===== src/rtl/pixel_spi_streamer_pkg.sv =====
// Shared types and constants for the pixel-to-SPI streamer.
// Optional build macro PIXEL_SPI_FRAME_CS_EN keeps chip select low across a whole frame.
package pixel_spi_pkg;
  typedef enum logic [1:0] {
    IDLE  = 2'd0,
    SHIFT = 2'd1,
    GAP   = 2'd2
  } tx_state_e;

  localparam int          BitsPerByte       = 8;
  localparam logic [15:0] FrameBytesDefault = 16'd38400;
endpackage


===== src/rtl/pixel_spi_streamer_if.sv =====
// Pixel stream handshake plus SPI pins; master = pixel source / display side, slave = streamer.
interface pixel_spi_streamer_if;
  logic den_i;
  logic pix_i;
  logic rdy_o;
  logic spi_sck_o;
  logic spi_mosi_o;
  logic spi_cs_n_o;
  logic busy_o;

  modport master (output den_i, pix_i,
                  input  rdy_o, spi_sck_o, spi_mosi_o, spi_cs_n_o, busy_o);
  modport slave  (input  den_i, pix_i,
                  output rdy_o, spi_sck_o, spi_mosi_o, spi_cs_n_o, busy_o);
endinterface


===== src/rtl/pixel_spi_streamer_tx.sv =====
// Mode-0 SPI byte transmitter: IDLE/SHIFT/GAP FSM with SCK divider and MSB-first shifter.
// Under PIXEL_SPI_FRAME_CS_EN a byte counter holds cs_n low for FrameBytes bytes.
module spi_byte_tx
  import pixel_spi_pkg::*;
#(
  parameter logic [7:0]  ClkDiv     = 8'd2
`ifdef PIXEL_SPI_FRAME_CS_EN
  , parameter logic [15:0] FrameBytes = FrameBytesDefault
`endif
) (
  input  logic       clk_i,
  input  logic       rst_i,
  input  logic       load_i,
  input  logic [7:0] data_i,
  output logic       idle_o,
  output logic       sck_o,
  output logic       mosi_o,
  output logic       cs_n_o
);
  localparam int             DivW    = $clog2(int'(ClkDiv) + 1);
  localparam logic [DivW-1:0] DivLast = DivW'(ClkDiv - 8'd1);
  localparam logic [2:0]     LastBit = 3'(BitsPerByte - 1);

  tx_state_e       state_q, state_d;
  logic [DivW-1:0] div_q, div_d;
  logic [2:0]      bit_q, bit_d;
  logic            sck_q, sck_d, mosi_q, mosi_d, cs_n_q, cs_n_d;
  logic [7:0]      sr_q, sr_d;
  logic            div_term;
`ifdef PIXEL_SPI_FRAME_CS_EN
  localparam logic [15:0] FrameLast = FrameBytes - 16'd1;
  logic [15:0] byte_q, byte_d;
`endif

  always_ff @(posedge clk_i or posedge rst_i) begin
    if (rst_i) begin
      state_q <= IDLE;
      div_q   <= '0;
      bit_q   <= '0;
      sck_q   <= 1'b0;
      mosi_q  <= 1'b0;
      cs_n_q  <= 1'b1;
`ifdef PIXEL_SPI_FRAME_CS_EN
      byte_q  <= '0;
`endif
    end else begin
      state_q <= state_d;
      div_q   <= div_d;
      bit_q   <= bit_d;
      sck_q   <= sck_d;
      mosi_q  <= mosi_d;
      cs_n_q  <= cs_n_d;
`ifdef PIXEL_SPI_FRAME_CS_EN
      byte_q  <= byte_d;
`endif
    end
  end

  always_ff @(posedge clk_i) begin
    sr_q <= sr_d;
  end

  assign div_term = (div_q == DivLast);

  always_comb begin
    state_d = state_q;
    div_d   = div_q;
    bit_d   = bit_q;
    sck_d   = sck_q;
    mosi_d  = mosi_q;
    cs_n_d  = cs_n_q;
    sr_d    = sr_q;
`ifdef PIXEL_SPI_FRAME_CS_EN
    byte_d  = byte_q;
`endif
    unique case (state_q)
      IDLE: begin
        if (load_i) begin
          state_d = SHIFT;
          sr_d    = data_i;
          cs_n_d  = 1'b0;
          mosi_d  = data_i[7];
          div_d   = '0;
          bit_d   = '0;
        end
      end
      SHIFT: begin
        if (!div_term) begin
          div_d = div_q + 1'b1;
        end else begin
          div_d = '0;
          if (!sck_q) begin
            sck_d = 1'b1;
          end else begin
            sck_d = 1'b0;
            if (bit_q == LastBit) begin
              mosi_d = 1'b0;
              bit_d  = '0;
`ifdef PIXEL_SPI_FRAME_CS_EN
              // Mid-frame bytes skip the gap so cs_n stays asserted.
              if (byte_q == FrameLast) begin
                state_d = GAP;
                cs_n_d  = 1'b1;
                byte_d  = '0;
              end else begin
                state_d = IDLE;
                byte_d  = byte_q + 16'd1;
              end
`else
              state_d = GAP;
              cs_n_d  = 1'b1;
`endif
            end else begin
              sr_d   = {sr_q[6:0], 1'b0};
              mosi_d = sr_q[6];
              bit_d  = bit_q + 3'd1;
            end
          end
        end
      end
      GAP: begin
        if (div_term) begin
          state_d = IDLE;
          div_d   = '0;
        end else begin
          div_d = div_q + 1'b1;
        end
      end
      default: state_d = IDLE;
    endcase
  end

  always_comb begin
    idle_o = (state_q == IDLE);
    sck_o  = sck_q;
    mosi_o = mosi_q;
    cs_n_o = cs_n_q;
  end
endmodule


===== src/rtl/pixel_spi_streamer.sv =====
// Packs accepted 1-bit pixels MSB-first into bytes and hands them to the SPI transmitter.
// Build macro PIXEL_SPI_FRAME_CS_EN selects frame-wide chip select in the transmitter.
module pixel_spi_streamer
  import pixel_spi_pkg::*;
#(
  parameter logic [7:0]  ClkDiv     = 8'd2,
  parameter logic [15:0] FrameBytes = FrameBytesDefault
) (
  input  logic                 clk_i,
  input  logic                 rst_i,
  pixel_spi_streamer_if.slave  bus
);
  localparam logic [2:0] LastPix = 3'(BitsPerByte - 1);

  if (ClkDiv == 8'd0 || FrameBytes == 16'd0) begin : g_bad_cfg
    $error("pixel_spi_streamer: ClkDiv and FrameBytes must be nonzero");
  end

  logic [7:0] pack_q, pack_d;
  logic [2:0] pack_cnt_q, pack_cnt_d;
  logic       pack_full_q, pack_full_d;
  logic       accept, load, tx_idle;

  always_ff @(posedge clk_i or posedge rst_i) begin
    if (rst_i) begin
      pack_cnt_q  <= '0;
      pack_full_q <= 1'b0;
    end else begin
      pack_cnt_q  <= pack_cnt_d;
      pack_full_q <= pack_full_d;
    end
  end

  always_ff @(posedge clk_i) begin
    pack_q <= pack_d;
  end

  // Accept and hand-off are exclusive: one needs the packer empty, the other full.
  assign accept = !pack_full_q && bus.den_i;
  assign load   = pack_full_q && tx_idle;

  always_comb begin
    pack_d      = pack_q;
    pack_cnt_d  = pack_cnt_q;
    pack_full_d = pack_full_q;
    if (accept) begin
      pack_d     = {pack_q[6:0], bus.pix_i};
      pack_cnt_d = pack_cnt_q + 3'd1;
      if (pack_cnt_q == LastPix) pack_full_d = 1'b1;
    end
    if (load) pack_full_d = 1'b0;
  end

  assign bus.rdy_o  = !pack_full_q;
  assign bus.busy_o = !tx_idle || pack_full_q;

  spi_byte_tx #(
    .ClkDiv     (ClkDiv)
`ifdef PIXEL_SPI_FRAME_CS_EN
    , .FrameBytes (FrameBytes)
`endif
  ) u_tx (
    .clk_i  (clk_i),
    .rst_i  (rst_i),
    .load_i (load),
    .data_i (pack_q),
    .idle_o (tx_idle),
    .sck_o  (bus.spi_sck_o),
    .mosi_o (bus.spi_mosi_o),
    .cs_n_o (bus.spi_cs_n_o)
  );
endmodule


===== src/flat_wrapper.sv =====
// flat-port wrapper written by rule: the top's interface ports become plain ports
module pixel_spi_streamer_flat import pixel_spi_pkg::*;
#(
  parameter logic [7:0]  ClkDiv     = 8'd2,
  parameter logic [15:0] FrameBytes = FrameBytesDefault
)
  (clk_i, rst_i, bus_den_i, bus_pix_i, bus_rdy_o, bus_spi_sck_o, bus_spi_mosi_o, bus_spi_cs_n_o, bus_busy_o);
  pixel_spi_streamer_if bus_i ();
  input  logic clk_i;
  input  logic rst_i;
  input wire logic [$bits(bus_i.den_i)-1:0] bus_den_i;
  input wire logic [$bits(bus_i.pix_i)-1:0] bus_pix_i;
  output wire logic [$bits(bus_i.rdy_o)-1:0] bus_rdy_o;
  output wire logic [$bits(bus_i.spi_sck_o)-1:0] bus_spi_sck_o;
  output wire logic [$bits(bus_i.spi_mosi_o)-1:0] bus_spi_mosi_o;
  output wire logic [$bits(bus_i.spi_cs_n_o)-1:0] bus_spi_cs_n_o;
  output wire logic [$bits(bus_i.busy_o)-1:0] bus_busy_o;
  assign bus_i.den_i = bus_den_i;
  assign bus_i.pix_i = bus_pix_i;
  assign bus_rdy_o = bus_i.rdy_o;
  assign bus_spi_sck_o = bus_i.spi_sck_o;
  assign bus_spi_mosi_o = bus_i.spi_mosi_o;
  assign bus_spi_cs_n_o = bus_i.spi_cs_n_o;
  assign bus_busy_o = bus_i.busy_o;
  pixel_spi_streamer #(.ClkDiv(ClkDiv), .FrameBytes(FrameBytes)) u_core (.clk_i(clk_i), .rst_i(rst_i), .bus(bus_i));
endmodule

===== config.mk =====
export PLATFORM = sky130hd
export DESIGN_NAME = pixel_spi_streamer_flat
export DESIGN_NICKNAME = d
export VERILOG_FILES = /design/src/rtl/pixel_spi_streamer_pkg.sv /design/src/rtl/pixel_spi_streamer_if.sv /design/src/rtl/pixel_spi_streamer_tx.sv /design/src/rtl/pixel_spi_streamer.sv /design/src/flat_wrapper.sv
export SDC_FILE = /design/constraint.sdc
export NUM_CORES = 1
export LEC_CHECK = 0
export ABC_AREA = 1
export CAP_MARGIN = 10
export CORE_UTILIZATION = 40
export CTS_CLUSTER_DIAMETER = 60
export DETAILED_ROUTE_END_ITERATION = 8
export GPL_ROUTABILITY_DRIVEN = 0
export REMOVE_ABC_BUFFERS = 1
export SYNTH_ARGS = -nofsm -noshare
export SYNTH_HDL_FRONTEND = slang
export SYNTH_SLANG_ARGS = --single-unit

===== constraint.sdc =====
create_clock -name clk_i -period 1.9 [get_ports clk_i]
set_input_delay 0.285 -clock clk_i [delete_from_list [all_inputs] [get_ports clk_i]]
set_output_delay 0.285 -clock clk_i [all_outputs]
set_load 0.01 [all_outputs]

==> flow_metrics.env <==
export IMPL_p_comb_frac=0.422
export IMPL_wl_per_cell_um=11.68
export IMPL_fin_cells=178
export IMPL_drtPass1Iterations=4
export IMPL_worst_slew_margin_rel=0.6520
export IMPL_avgSynthCellArea_um2=11.55
export IMPL_core_um2=3153
export IMPL_clk_latency_ns=0.33
export IMPL_hold_path_class="in -> async"
export IMPL_path_cells="inv_1, ha_2, nand2_4, dlygate4sd2_1"
export IMPL_switchingPower_w=0.0008713
export IMPL_die_h_um=60.37
export IMPL_seqPwrFrac=0.433
export IMPL_antenna_found_initial=0
export IMPL_synth_area_um2=1363
export IMPL_clk_path_buf_depth=2
export IMPL_gr_usage_all_layers=0.1461
export IMPL_r2r_start="u_core.u_tx.state_q[1]"
export IMPL_power_clock_fraction=0.145
export IMPL_crit_buf_inv=2
export IMPL_p_leak_nw=0.7122
export IMPL_crit_arrival_ns=1.44
export IMPL_n_antenna_cell=0
export IMPL_cts_tree="yes"
export IMPL_finalHoldViolCount=0
export IMPL_drive_above_1_share=0.1791
export IMPL_slew_violations=0
export IMPL_drtIter0Drc=27
export IMPL_r2r_cells=6
export IMPL_yosysSeqAreaShare=0.5886
export IMPL_power_share_switching=0.3636
export IMPL_path_class="reg -> out"
export IMPL_worst_clock_skew_ns=0.007048
export IMPL_netlist_instances=118
export IMPL_fp_row_count=20
export IMPL_period_needed_ns=1.730
export IMPL_drc=0
export IMPL_grt_max_degree=15
export IMPL_yosys_area_top_type="edfxtp_1"
export IMPL_cts_buffers=5
export IMPL_synth_seq_cells=29
export IMPL_grt_busiest_layer="met2"
export IMPL_pin_count=9
export IMPL_synth_cell_types=20
export IMPL_p_int_w=0.001525
export IMPL_overflow=0
export IMPL_fin_util=0.4909
export IMPL_multiInputGateArea_um2=498.0
export IMPL_critPathMaxStageDelay_ns=0.41
export IMPL_timing_critical_path_to_type="output port"
export IMPL_r2r_setup_slack_ns=0.19
export IMPL_via_count=807
export IMPL_required_ns=1.62
export IMPL_grt_pass1_vias=765
export IMPL_slowest_stage="dfrtp_1"
export IMPL_fp_dieW_um=60.37
export IMPL_cts_htree_levels=2
export IMPL_worstMarginPinSlew_ns=0.5214
export IMPL_met1_usage=0.1871
export IMPL_fmax_mhz=578.1
export IMPL_finalSetupTns_ns=0
export IMPL_io_buffers=8
export IMPL_fillCellCount=312
export IMPL_grt_pass1_wl_um=3629
export IMPL_synth_area_top_cells="edfxtp_1 33%, dfrtp_1 24%, nand2_1 8.5%, ha_1 7.3%, mux2_4 6.6%"
export IMPL_path_delay_family="flip-flops"
export IMPL_r2r_end="u_core.u_tx.sr_q[0]"
export IMPL_placed_cells=170
export IMPL_status="finished, final reports clean"
export IMPL_hpwl_um=1543
export IMPL_p_per_area_nw_per_um2=1548
export IMPL_final_seq_area_um2=802.0
export IMPL_yosys_area_top_type_share=0.3306
export IMPL_drt_total_wl_um=2079
export IMPL_ir_drop_uv=558.8
export IMPL_synth_warnings=0
export IMPL_vias_per_cell=4.534
export IMPL_die_area_um2=3644
export IMPL_maxCapViolations=0
export IMPL_final_min_period_over_clock_period=0.9104
export IMPL_postRouteAntennaNets=0
export IMPL_cp_max_fo=4
export IMPL_grt_use_met3=0.07036
export IMPL_start_util=0.4321
export IMPL_start_kind="flop"
export IMPL_clk_pin_slew_ns=0.09
export IMPL_setup_viol=0
export IMPL_finalNetCount=145
export IMPL_rsz0062_at_grt="no"
export IMPL_cts_root_buf="clkbuf_4"
export IMPL_cts_sinks=29
export IMPL_areaGrowthSynthToFinish_pct=13.59
export IMPL_use_met2=0.2025
==> placed cells by master, fill, tap and decap left out <==
cell,instances
nand2_1,31
dfrtp_1,13
nand2_4,4
o21ai_0,5
ha_1,6
buf_4,2
and2_1,1
a21oi_1,2
edfxtp_1,15
clkinv_2,1
nor2_1,6
clkdlybuf4s50_1,7
inv_1,13
dlygate4sd2_1,1
nand3_1,6
dfstp_2,1
nor2_2,1
xnor2_1,1
o21ai_1,1
mux2_4,6
clkinv_1,2
ha_2,2
a21oi_4,1
clkbuf_4,5
nor2_4,1
==> kinds of logic after synthesis <==
logic type,share of synthesized area
and+or+nand+nor,0.1745
DFF,0.5886
buffers and inverters,0.05509
AOI/OAI and AO/OA,0.03581
adders and majority gates,0.07346
muxes,0.06612
xor gates and xnor gates,0.006429
==> power groups by stage <==
stage / clock network (W) / logic, W / registers (W)
final: 0.000347 / 0.00101 / 0.00104
after global routing: 0.000388 / 0.00114 / 0.00107
after CTS: 0.000360 / 0.00103 / 0.00104
after detailed placement: 0 / 0.00101 / 0.00105
after global placement: 0 / 0.000985 / 0.00105
after floorplan: 0 / 0.000733 / 0.00104
==> per-stage QoR <==
stage	hold slack [ns]	cell area [um2]	total power, W	worst slack [ns]
after global routing	0.3248	1548	0.002598	0.04633
after global placement	0.4310	1486	0.002030	0.08431
after CTS	0.2897	1545	0.002426	0.07902
after detailed placement	0.4365	1486	0.002065	0.0002235
final	0.2829	1548	0.002396	0.1703
after floorplan	0.1735	1336	0.001769	-0.1427
==> cells in the mapped netlist <==
| library cell | instances |
|---|---|
| xnor2_1 | 1 |
| edfxtp_1 | 15 |
| nor2_2 | 1 |
| a21oi_1 | 2 |
| mux2_4 | 6 |
| nand2_1 | 31 |
| buf_6 | 1 |
| nand2_4 | 4 |
| nor2_1 | 6 |
| and2_1 | 1 |
| dfstp_2 | 1 |
| a21oi_2 | 1 |
| dfrtp_1 | 13 |
| o21ai_1 | 1 |
| nand3_1 | 6 |
| inv_1 | 13 |
| buf_8 | 1 |
| nor2_4 | 1 |
| ha_1 | 8 |
| o21ai_0 | 5 |
==> layer usage <==
layer	share of wire	vias to the layer above
li1	-	414
met1	0.50	375
met2	0.44	11
met3	0.041	7
met4	0.023	0
met5	0	-
==> layout make-up <==
type,count,share of cell area
clock buffer,5,0.02425
clock inverter,3,0.008084
multi-input combinational,74,0.3217
tap,44,0.03557
sequential,29,0.5182
timing repair buffer,10,0.06063
inverter,13,0.03153
==> sequential cells by signal, indices dropped and copies added, names as in the netlist <==
| signal | flops |
|---|---|
| u_core.pack_q | 8 |
| u_core.u_tx.sr_q | 7 |
| u_core.pack_cnt_q | 3 |
| u_core.u_tx.bit_q | 3 |
| u_core.u_tx.div_q | 2 |
| u_core.u_tx.state_q | 2 |
| u_core.pack_full_q | 1 |
| u_core.u_tx.cs_n_o | 1 |
| u_core.u_tx.mosi_o | 1 |
| u_core.u_tx.sck_o | 1 |
==> how the worst max path moves through the flow <==
stage / from / endpoint / slack (ns) / cells past startpoint
after floorplan: u_core.u_tx.state_q[1] / u_core.u_tx.sr_q[0] / -0.14 / 6
after global placement: u_core.u_tx.state_q[1] / u_core.u_tx.sr_q[3] / 0.08 / 6
after detailed placement: u_core.u_tx.state_q[1] / u_core.u_tx.sr_q[3] / 0.0002 / 6
after CTS: u_core.u_tx.state_q[1] / u_core.u_tx.sr_q[0] / 0.08 / 6
after global routing: u_core.u_tx.state_q[1] / u_core.u_tx.sr_q[0] / 0.05 / 6
final: u_core.u_tx.state_q[1] / bus_busy_o / 0.17 / 4
==> what timing repair did <==
item | in CTS | in global routing
setup buffers | 0 | 0
endpoints found under the setup margin | 8 | 7
hold buffers | 0 | 0
resized for setup | 3 | 1
(Power assumes the default switching activity.)
==> variant, RTL diff (same flow settings) <==
Make the reset (`rst_i`) synchronous in 2 clocked blocks.
--- a/src/rtl/pixel_spi_streamer_tx.sv
+++ b/src/rtl/pixel_spi_streamer_tx.sv
@@ -32,7 +32,7 @@
   logic [15:0] byte_q, byte_d;
 `endif
 
-  always_ff @(posedge clk_i or posedge rst_i) begin
+  always_ff @(posedge clk_i) begin
     if (rst_i) begin
       state_q <= IDLE;
       div_q   <= '0;
--- a/src/rtl/pixel_spi_streamer.sv
+++ b/src/rtl/pixel_spi_streamer.sv
@@ -21,7 +21,7 @@
   logic       pack_full_q, pack_full_d;
   logic       accept, load, tx_idle;
 
-  always_ff @(posedge clk_i or posedge rst_i) begin
+  always_ff @(posedge clk_i) begin
     if (rst_i) begin
       pack_cnt_q  <= '0;
       pack_full_q <= 1'b0;
Check against the original RTL: differs if rst_i is asserted again (counterexample within 10 cycles, from zero or initial values and one cycle with rst_i high); with rst_i held inactive, the same outputs for 10 cycles.
==> variant against the unedited design <==
Routed wire length rose by 4.5%. Final area fell by 1.5%. Cell count rose by 18%. Sequential cell count did not move. Synthesized area fell by 4.3%. Setup slack improved by 0.020 ns. Global-route usage rose by 0.38 points. Count of clock-buffer cells in the layout rose by 1. Largest cell class unchanged.
Power is not compared: it rests on default switching activity, and its combinational part moved more than twofold at a synthesized area within 25%.
==> variant: results (changes against the unedited design) <==
stage,metric,value,unit,change
status,status,completed,,
final_layout,Final nets,177,,+22%
synth,Synth Area in XOR/XNOR,0.0134,,+0.00701
route,vias per cell,4.51,,-0.43%
synth,Adder-Cell Fraction of Synth Area,0.0768,,+0.00331
placement,dpl hpwl,1610,um,+4.1%
synth,"top cells by area, synth","edfxtp_1, dfxtp_1, nand2_1",,
global_route,GR Util All Layers,0.150,,+0.00383
worst_hold_path,Worst Hold Class,flop to flop,,
worst_setup_path,worst r2r path cells,8,,+2
power,pwr dens,1170,mW/mm^2,
timing,Slew @ Worst Pin,0.362,ns,-0.159 ns
worst_setup_path,Critical Path AT,1.74,ns,+0.30 ns
final_layout,layout cells sized above 1,0.0904,,-0.0887
synth,post-synthesis sequential area ratio,0.560,,-0.0282
worst_setup_path,worst-path fanout max,8,,+4
placement,# port buffers,8,,unchanged
route,Routed WL,2170,um,+4.5%
synth,Compound-Gate Fraction of Synth Area,0.0422,,+0.00641
worst_setup_path,CP peak stage delay,0.36,ns,-0.05 ns
synth,post-synthesis mux area share,0,,-0.0661
global_route,largest net degree at the start of global routing,12,,-3
global_route,number of global-route vias before repair,889,,+16%
synth,commonest cells in the netlist,"nand2_1, nor2_1, inv_1",,
worst_setup_path,slowest CP cell,dfxtp_1,,
worst_setup_path,Crit Reg-Reg Startpoint,u_core.u_tx.state_q[1],,
route,initial DRC count,57,,+110%
timing,clk_skew,0.00985,ns,+0.00281 ns
synth,Netlist cell types,17,,-15%
clocking,later-pin clock latency in the skew report,0.31,ns,-0.02 ns
synth,largest family of logic cells by synthesized area,simple AND/OR/NAND/NOR gates,,
final_layout,fill count,300,,-3.8%
global_route,first-pass GRT wire length,3710,um,+2.1%
worst_setup_path,FF-to-FF setup slack,0.19,ns,about the same
variant: changes by cell type after synthesis, moves of 2 or more:
| cell | before | now |
|---|---|---|
| nor2_1 | 6 | 23 |
| dfxtp_1 | 0 | 14 |
| dfrtp_1 | 13 | 0 |
| nand2_1 | 31 | 42 |
| inv_1 | 13 | 20 |
| mux2_4 | 6 | 0 |
| a21oi_1 | 2 | 6 |
| nand2_4 | 4 | 1 |
| nand2_2 | 0 | 2 |
| xor2_1 | 0 | 2 |
variant: worst paths after layout:
path | end
hold reg to reg | u_core.pack_q[7]
setup / recovery | u_core.u_tx.sr_q[6]
setup reg to reg | u_core.u_tx.sr_q[6]
hold / removal | u_core.pack_q[7]
variant: layout make-up:
cell class / count / share of cell area
inverters: 22 / 0.0542
repair buffers: 10 / 0.0616
multi-input cells: 97 / 0.319
well taps: 44 / 0.0361
flip-flops and latches: 29 / 0.480
clock buffers: 6 / 0.0271
clock inverters: 2 / 0.0222
variant: layer usage:
metal,GRT usage,vias to the layer above,part of all wire
li1,-,495,-
met1,0.189,428,0.49
met2,0.226,23,0.45
met3,0.0655,2,0.050
met4,0.0612,0,0.0087
met5,0,-,0
variant: power groups by stage:
stage | Sequential, mW | Combinational, mW | Clock [mW]
after floorplan | 0.861 | 0.325 | 0
after global placement | 0.866 | 0.454 | 0
after detailed placement | 0.870 | 0.459 | 0
after CTS | 0.857 | 0.459 | 0.484
after global routing | 0.869 | 0.535 | 0.518
final | 0.855 | 0.456 | 0.467
variant: critical path: cells and delay by family (launching register included):
| kind | cells | cell delay [ns] |
|---|---|---|
| adder cells (fa/ha/maj) | 1 | 0.29 |
| buffers and inverters | 3 | 0.41 |
| flip-flops | 1 | 0.36 |
| AND/OR/NAND/NOR | 4 | 0.35 |
variant: kinds of logic after synthesis:
group / count (synthesis)
xor+xnor: 2
fa+ha+maj: 8
compound gates: 11
buf+inv: 23
flops: 29
simple gates: 76
variant: stage by stage:
step           utilization  hold WS, ns  area [um^2]  cells  setup WS (ns)
3_3_place_gp         0.470        0.448         1450    202          0.259
4_1_cts              0.495        0.471         1520    210          0.191
3_5_place_dp         0.470        0.441         1450    202          0.206
5_1_grt              0.495        0.488         1520    210         0.0793
2_1_floorplan            -        0.354         1300    148         0.0906
6_report             0.495        0.467         1520    210          0.190
